File: config.mk
export PLATFORM = sky130hd
export DESIGN_NAME = dds_mod_core
export DESIGN_NICKNAME = d
export VERILOG_FILES = /design/src/rtl/dds_mod_core.sv
export SDC_FILE = /design/constraint.sdc
export NUM_CORES = 2
export LEC_CHECK = 0
export ABC_AREA = 1
export CORE_MARGIN = 1.5
export CORE_UTILIZATION = 50
export CTS_CLUSTER_DIAMETER = 50
export CTS_CLUSTER_SIZE = 20
export DETAILED_ROUTE_END_ITERATION = 8
export GPL_TIMING_DRIVEN = 0
export PLACE_DENSITY = 0.73
export SLEW_MARGIN = 20
export SYNTH_ARGS = -nofsm -noshare
export SYNTH_HDL_FRONTEND = slang
export SYNTH_SLANG_ARGS = --single-unit
File: constraint.sdc
create_clock -name clk -period 27 [get_ports clk]
set_input_delay 4.05 -clock clk [delete_from_list [all_inputs] [get_ports clk]]
set_output_delay 4.05 -clock clk [all_outputs]
set_load 0.02 [all_outputs]
File: src/rtl/dds_mod_core.sv
// dds_mod_core: two-channel DDS modulation engine.
// Carrier and modulator phase accumulators drive external sine ROMs. The carrier
// sample is amplitude scaled and then combined with the modulator as CW/AM/FM/DSB.
// The result saturates and leaves as an offset-binary DAC sample.
// Configuration is written into shadow registers and copied to the active set by a commit strobe.
// Optional feature macro: DDS_DITHER_EN adds LFSR phase dither ahead of ROM address truncation.
module dds_mod_core #(
   parameter int PHASE_W = 32,
   parameter int ADDR_W  = 12,
   parameter int DATA_W  = 12
) (
   input  logic               clk,
   input  logic               rst_n,
   input  logic               cfg_valid,
   output logic               cfg_ready,
   input  logic [2:0]         cfg_addr,
   input  logic [PHASE_W-1:0] cfg_data,
   output logic [ADDR_W-1:0]  rom_addr_car,
   input  logic [DATA_W-1:0]  rom_data_car,
   output logic [ADDR_W-1:0]  rom_addr_mod,
   input  logic [DATA_W-1:0]  rom_data_mod,
   output logic [DATA_W-1:0]  dac_out,
   output logic               out_valid,
   output logic               car_wrap
);

   typedef enum logic [1:0] {MODE_CW = 2'd0, MODE_AM = 2'd1, MODE_FM = 2'd2, MODE_DSB = 2'd3} mode_t;

   localparam logic [15:0]        AMP_UNITY = 16'h8000;
   localparam logic [DATA_W-1:0]  DAC_MID   = {1'b1, {(DATA_W-1){1'b0}}};
   // Wide enough for product of two DATA_W+1 bit signed values plus headroom.
   localparam int                 PW        = 2*DATA_W + 8;
   localparam logic signed [PW-1:0] HALF    = PW'(2**(DATA_W-1));

   // ---------------- configuration ----------------
   logic               commit_pend, phrst_pend, cfg_fire;
   logic [PHASE_W-1:0] sh_car_ftw, sh_mod_ftw, car_ftw, mod_ftw;
   logic [15:0]        sh_car_amp, car_amp;
   logic [DATA_W-1:0]  sh_am_depth, am_depth;
   mode_t              sh_mode, mode;
   logic [4:0]         sh_fm_shift, fm_shift;

   // The config port stalls only while a commit is being copied.
   assign cfg_ready = ~commit_pend;
   assign cfg_fire  = cfg_valid & cfg_ready;

   // Shadow register writes; amplitude is clamped to unity at write time.
   always_ff @(posedge clk or negedge rst_n) begin
      if (!rst_n) begin
         sh_car_ftw  <= '0;
         sh_mod_ftw  <= '0;
         sh_car_amp  <= AMP_UNITY;
         sh_am_depth <= '0;
         sh_mode     <= MODE_CW;
         sh_fm_shift <= '0;
      end else if (cfg_fire) begin
         case (cfg_addr)
            3'd0: sh_car_ftw  <= cfg_data;
            3'd1: sh_mod_ftw  <= cfg_data;
            3'd2: sh_car_amp  <= (cfg_data > PHASE_W'(AMP_UNITY)) ? AMP_UNITY : cfg_data[15:0];
            3'd3: sh_am_depth <= cfg_data[DATA_W-1:0];
            3'd4: sh_mode     <= mode_t'(cfg_data[1:0]);
            3'd5: sh_fm_shift <= cfg_data[4:0];
            default: ;
         endcase
      end
   end

   // Strobes are registered so that they act in the cycle after acceptance.
   always_ff @(posedge clk or negedge rst_n) begin
      if (!rst_n) begin
         commit_pend <= 1'b0;
         phrst_pend  <= 1'b0;
      end else begin
         commit_pend <= cfg_fire && (cfg_addr == 3'd7);
         phrst_pend  <= cfg_fire && (cfg_addr == 3'd6);
      end
   end

   // Active register set, loaded from the shadows as one atomic update.
   always_ff @(posedge clk or negedge rst_n) begin
      if (!rst_n) begin
         car_ftw  <= '0;
         mod_ftw  <= '0;
         car_amp  <= AMP_UNITY;
         am_depth <= '0;
         mode     <= MODE_CW;
         fm_shift <= '0;
      end else if (commit_pend) begin
         car_ftw  <= sh_car_ftw;
         mod_ftw  <= sh_mod_ftw;
         car_amp  <= sh_car_amp;
         am_depth <= sh_am_depth;
         mode     <= sh_mode;
         fm_shift <= sh_fm_shift;
      end
   end

   // ---------------- S0: phase accumulators ----------------
   logic signed [DATA_W-1:0] m_s, car_a;
   logic [PHASE_W-1:0]       car_ph, mod_ph, fm_dev, car_inc;
   logic [PHASE_W:0]         car_sum;
   logic                     wrap0, wrap1, wrap2, wrap3;

   // FM deviation comes from the modulator sample currently held in S3.
   always_comb begin
      fm_dev  = PHASE_W'(m_s) << fm_shift;
      car_inc = (mode == MODE_FM) ? car_ftw + fm_dev : car_ftw;
      car_sum = {1'b0, car_ph} + {1'b0, car_inc};
   end

   // Accumulate; a phase reset strobe overrides the increment and clears the wrap flag.
   always_ff @(posedge clk or negedge rst_n) begin
      if (!rst_n) begin
         car_ph <= '0;
         mod_ph <= '0;
         wrap0  <= 1'b0;
      end else if (phrst_pend) begin
         car_ph <= '0;
         mod_ph <= '0;
         wrap0  <= 1'b0;
      end else begin
         car_ph <= car_sum[PHASE_W-1:0];
         mod_ph <= mod_ph + mod_ftw;
         wrap0  <= car_sum[PHASE_W];
      end
   end

   // ---------------- S1: ROM address ----------------
   logic [PHASE_W-1:0] car_ph_d, mod_ph_d;
`ifdef DDS_DITHER_EN
   localparam int DITH_W = (PHASE_W - ADDR_W > 16) ? 16 : (PHASE_W - ADDR_W);
   logic [15:0] lfsr;

   // Fibonacci LFSR, taps 16,14,13,11, free running.
   always_ff @(posedge clk or negedge rst_n) begin
      if (!rst_n) lfsr <= 16'hACE1;
      else        lfsr <= {lfsr[14:0], lfsr[15] ^ lfsr[13] ^ lfsr[12] ^ lfsr[10]};
   end

   assign car_ph_d = car_ph + PHASE_W'(lfsr[15 -: DITH_W]);
   assign mod_ph_d = mod_ph + PHASE_W'(lfsr[15 -: DITH_W]);
`else
   assign car_ph_d = car_ph;
   assign mod_ph_d = mod_ph;
`endif

   // Truncate phase to the top ADDR_W bits for the ROM lookup.
   always_ff @(posedge clk or negedge rst_n) begin
      if (!rst_n) begin
         rom_addr_car <= '0;
         rom_addr_mod <= '0;
         wrap1        <= 1'b0;
         wrap2        <= 1'b0;
      end else begin
         rom_addr_car <= ADDR_W'(car_ph_d >> (PHASE_W - ADDR_W));
         rom_addr_mod <= ADDR_W'(mod_ph_d >> (PHASE_W - ADDR_W));
         wrap1        <= wrap0;
         wrap2        <= wrap1;   // tracks the S2 ROM access
      end
   end

   // ---------------- S3: signed conversion and amplitude ----------------
   logic signed [DATA_W-1:0]  car_s, mod_s;
   logic signed [DATA_W+16:0] car_prod;

   assign car_s    = {~rom_data_car[DATA_W-1], rom_data_car[DATA_W-2:0]};
   assign mod_s    = {~rom_data_mod[DATA_W-1], rom_data_mod[DATA_W-2:0]};
   assign car_prod = car_s * $signed({1'b0, car_amp});

   // Register scaled carrier and signed modulator (amp <= unity keeps car_a in range).
   always_ff @(posedge clk or negedge rst_n) begin
      if (!rst_n) begin
         car_a <= '0;
         m_s   <= '0;
         wrap3 <= 1'b0;
      end else begin
         car_a <= DATA_W'(car_prod >>> 15);
         m_s   <= mod_s;
         wrap3 <= wrap2;
      end
   end

   // ---------------- S4: modulation and saturation ----------------
   logic signed [PW-1:0]     ca_x, ms_x, dep_x, env, y;
   logic signed [DATA_W-1:0] y_sat;

   // Mode arithmetic uses the active mode directly, so a commit switches it without a flush.
   always_comb begin
      ca_x  = PW'(car_a);
      ms_x  = PW'(m_s);
      dep_x = PW'({1'b0, am_depth});
      env   = HALF + ((ms_x * dep_x) >>> DATA_W);
      case (mode)
         MODE_AM:  y = (ca_x * env)  >>> (DATA_W - 1);
         MODE_DSB: y = (ca_x * ms_x) >>> (DATA_W - 1);
         default:  y = ca_x;
      endcase
      if (y > HALF - 1)      y_sat = {1'b0, {(DATA_W-1){1'b1}}};
      else if (y < -HALF)    y_sat = {1'b1, {(DATA_W-1){1'b0}}};
      else                   y_sat = DATA_W'(y);
   end

   // ---------------- S5: output register ----------------
   logic [4:0] prime;

   // Offset-binary output plus the wrap flag delayed alongside it.
   always_ff @(posedge clk or negedge rst_n) begin
      if (!rst_n) begin
         dac_out  <= DAC_MID;
         car_wrap <= 1'b0;
         prime    <= '0;
      end else begin
         dac_out  <= {~y_sat[DATA_W-1], y_sat[DATA_W-2:0]};
         car_wrap <= wrap3;
         prime    <= {prime[3:0], 1'b1};
      end
   end

   assign out_valid = prime[4];

endmodule

==> run metrics <==
max incr delay on CP 0.74 ns; Routed WL per cell 17.2 um; Reg clk slew, reported paths ~0.07 ns; max_cap viols 0; EDFF count, synth 0; worst-path cell with the longest stage delay fa_1; Arr. time, crit path between 10 and 15 ns; final worst slack 15.01 ns; Syn Std Cell Area 41000 sq um; cell count after synthesis 5388; worst skew pair latency 0.60 ns; YS warnings 0; global-route wire length before repair between 150000 and 200000 um; number of core rows about 100; RSZ-0062 raised after global routing false; gr usage total between 20% and 30%; die area ~84000 sq um; Layout Skew 0.0190 ns; CP dominant cell by count inv_1; chip width slightly below 300 um; worst slew pin tran 1.01 ns; Hold Fails Final Rpt 0; Max transition margin approximately a third; WP data required 27.48 ns; area leader, netlist fa_1; critical path peak fanout 10; CP startpoint kind flop; filler cell count ~7600; vias in the first global route 34900; CP bufs+invs 14; post-synthesis sequential area ratio roughly a fifth; worst slack, placed about 15 ns; final setup violation count 0; number of I/O pins 101; Netlist cell types 56; initial antenna violation count 3; Synth top area share 25.7%; Initial Utilization 50.7%; gr ovfl total 0; Post-Syn Area per Cell 7.60 sq um; FFs w/ async S/R, synth 100%; CTS buffer count 38; multi-input logic area roughly 28000 sq um; layout cells sized above 1 2.31%; RD Place Congestion 0.971; status finished clean; register area 8360 sq um; DRC 0; syn_nets 6321; Post-Route Utilization a little under three fifths; Post-Route Setup TNS 0 ns; vias around 35000; Post-CTS Hold Buffers 0; Final HPWL DP ~94000 um; Final Max Slew Viols 0; Post-CTS Setup Bufs 0; critical path capture point type flop; Hold Crit Class flop to flop; maximum clock path buffer count 3; WL final between 100000 and 150000 um; vias per inst 5.32; Fmax 0.0834 GHz; Layout Area Growth over Synthesis 9.27%; pin count of the biggest net entering global routing 94; CTS tree done; Starting DRT DRC Count 2748; I/O Buffers 91; type of the worst setup path flop to flop; antenna cells 0; Core Area 80800 sq um; drt first pass iters 6; synth top area cells fa_1 (26%), dfrtp_1 (20%), nand2_1 (14%), ha_1 (11%), inv_1 (9.8%); Post-CTS Resized 0; H-Tree Depth 2; Min Clock Period, post-route 11.99 ns; Top delay family on crit path adder cells; # clock sinks 334; CTS Root Cell clkbuf_16; Post-DRT Antenna Nets 0; Synth Flop Type dfrtp_1; post-route clock period utilization 44.4%; number of nets in the layout 6456; Die Y 289 um; synthesized flop and latch total 334
sequential cells by signal, summed over array words and instances, names as in the netlist, 12 cells and up:
| signal | flops |
|---|---|
| am_depth | 12 |
| car_a | 12 |
| car_amp | 16 |
| car_ftw | 32 |
| car_ph | 32 |
| dac_out | 12 |
| m_s | 12 |
| mod_ftw | 32 |
| mod_ph | 32 |
| rom_addr_car | 12 |
| rom_addr_mod | 12 |
| sh_am_depth | 12 |
| sh_car_amp | 16 |
| sh_car_ftw | 32 |
| sh_mod_ftw | 32 |
cells by family after synthesis:
family / Yosys count / share of synthesized area [%]
simple gates: 2151 / 20.9
fa+ha+maj: 872 / 36.2
buf+inv: 1268 / 11.7
xor+xnor: 72 / 1.58
compound gates: 690 / 9.21
other cells: 1 / 0.00915
flops: 334 / 20.4
stage by stage:
step / cells / hold WS, ns / instance area (sq um)
floorplan: 5388 / 0.331 / 41000
global placement: 6539 / 0.336 / 43200
detailed placement: 6543 / 0.335 / 43300
CTS: 6612 / 0.351 / 44800
global route: 6612 / 0.358 / 44800
finish: 6612 / 0.350 / 44800
layout make-up:
type                       count  area share [%]
buffer                       186            1.61
tap                         1060            2.96
clock inverter                31            1.10
multi-input combinational   3786            62.2
inverter                    1082            9.07
sequential                   334            18.7
clock buffer                  38            2.12
timing repair buffer          95            2.29
synth_stat cells (all sizes together), types with 9 or more instances:
| library cell | instances |
|---|---|
| dfrtp | 331 |
| nor4 | 18 |
| nand4 | 27 |
| ha | 346 |
| nand3 | 136 |
| xnor2 | 30 |
| inv | 1076 |
| o31ai | 18 |
| a31oi | 12 |
| a21o | 22 |
| nand2 | 1527 |
| nand3b | 11 |
| o21ai | 291 |
| clkbuf | 179 |
| nor3 | 37 |
| o221ai | 9 |
| a21oi | 284 |
| xor2 | 42 |
| nor2 | 380 |
| o21bai | 20 |
| fa | 525 |
placed cells by master (no fill, tap or decap), types with 18 or more instances in the layout:
master           instances
a21o_1                  22
o21ai_0                287
xnor2_1                 30
inv_1                 1069
ha_1                   346
nor3_1                  35
xor2_1                  40
dfrtp_1                331
nand3_1                133
fa_1                   525
nand4_1                 27
clkbuf_16               38
nand2_1               1516
a21oi_1                279
clkdlybuf4s50_1         90
o21bai_1                20
clkbuf_1               179
nor2_1                 376
o31ai_1                 18
layer usage:
layer,up-vias,GRT usage (%),wire [um]
li1,16700,-,-
met1,17000,39.9,51300
met2,1204,43.7,50900
met3,185,4.17,8470
met4,4,7.33,2980
met5,-,0,27
path summary, 6_finish.rpt:
check,start,to,slack (ns),cells past startpoint
hold / removal,wrap3,car_wrap,0.35,0
setup / recovery,m_s[11],dac_out[4],15.01,49
min in group asynchronous,rst_n,dac_out[0],3.33,1
max in group asynchronous,rst_n,car_ftw[17],22.44,3
setup reg to reg,m_s[11],dac_out[4],15.01,49
hold reg to reg,wrap3,car_wrap,0.35,0
Power is left out: the tool's default activity adds up to more than one toggle a clock period on the data nets, which glitch-free logic cannot reach.
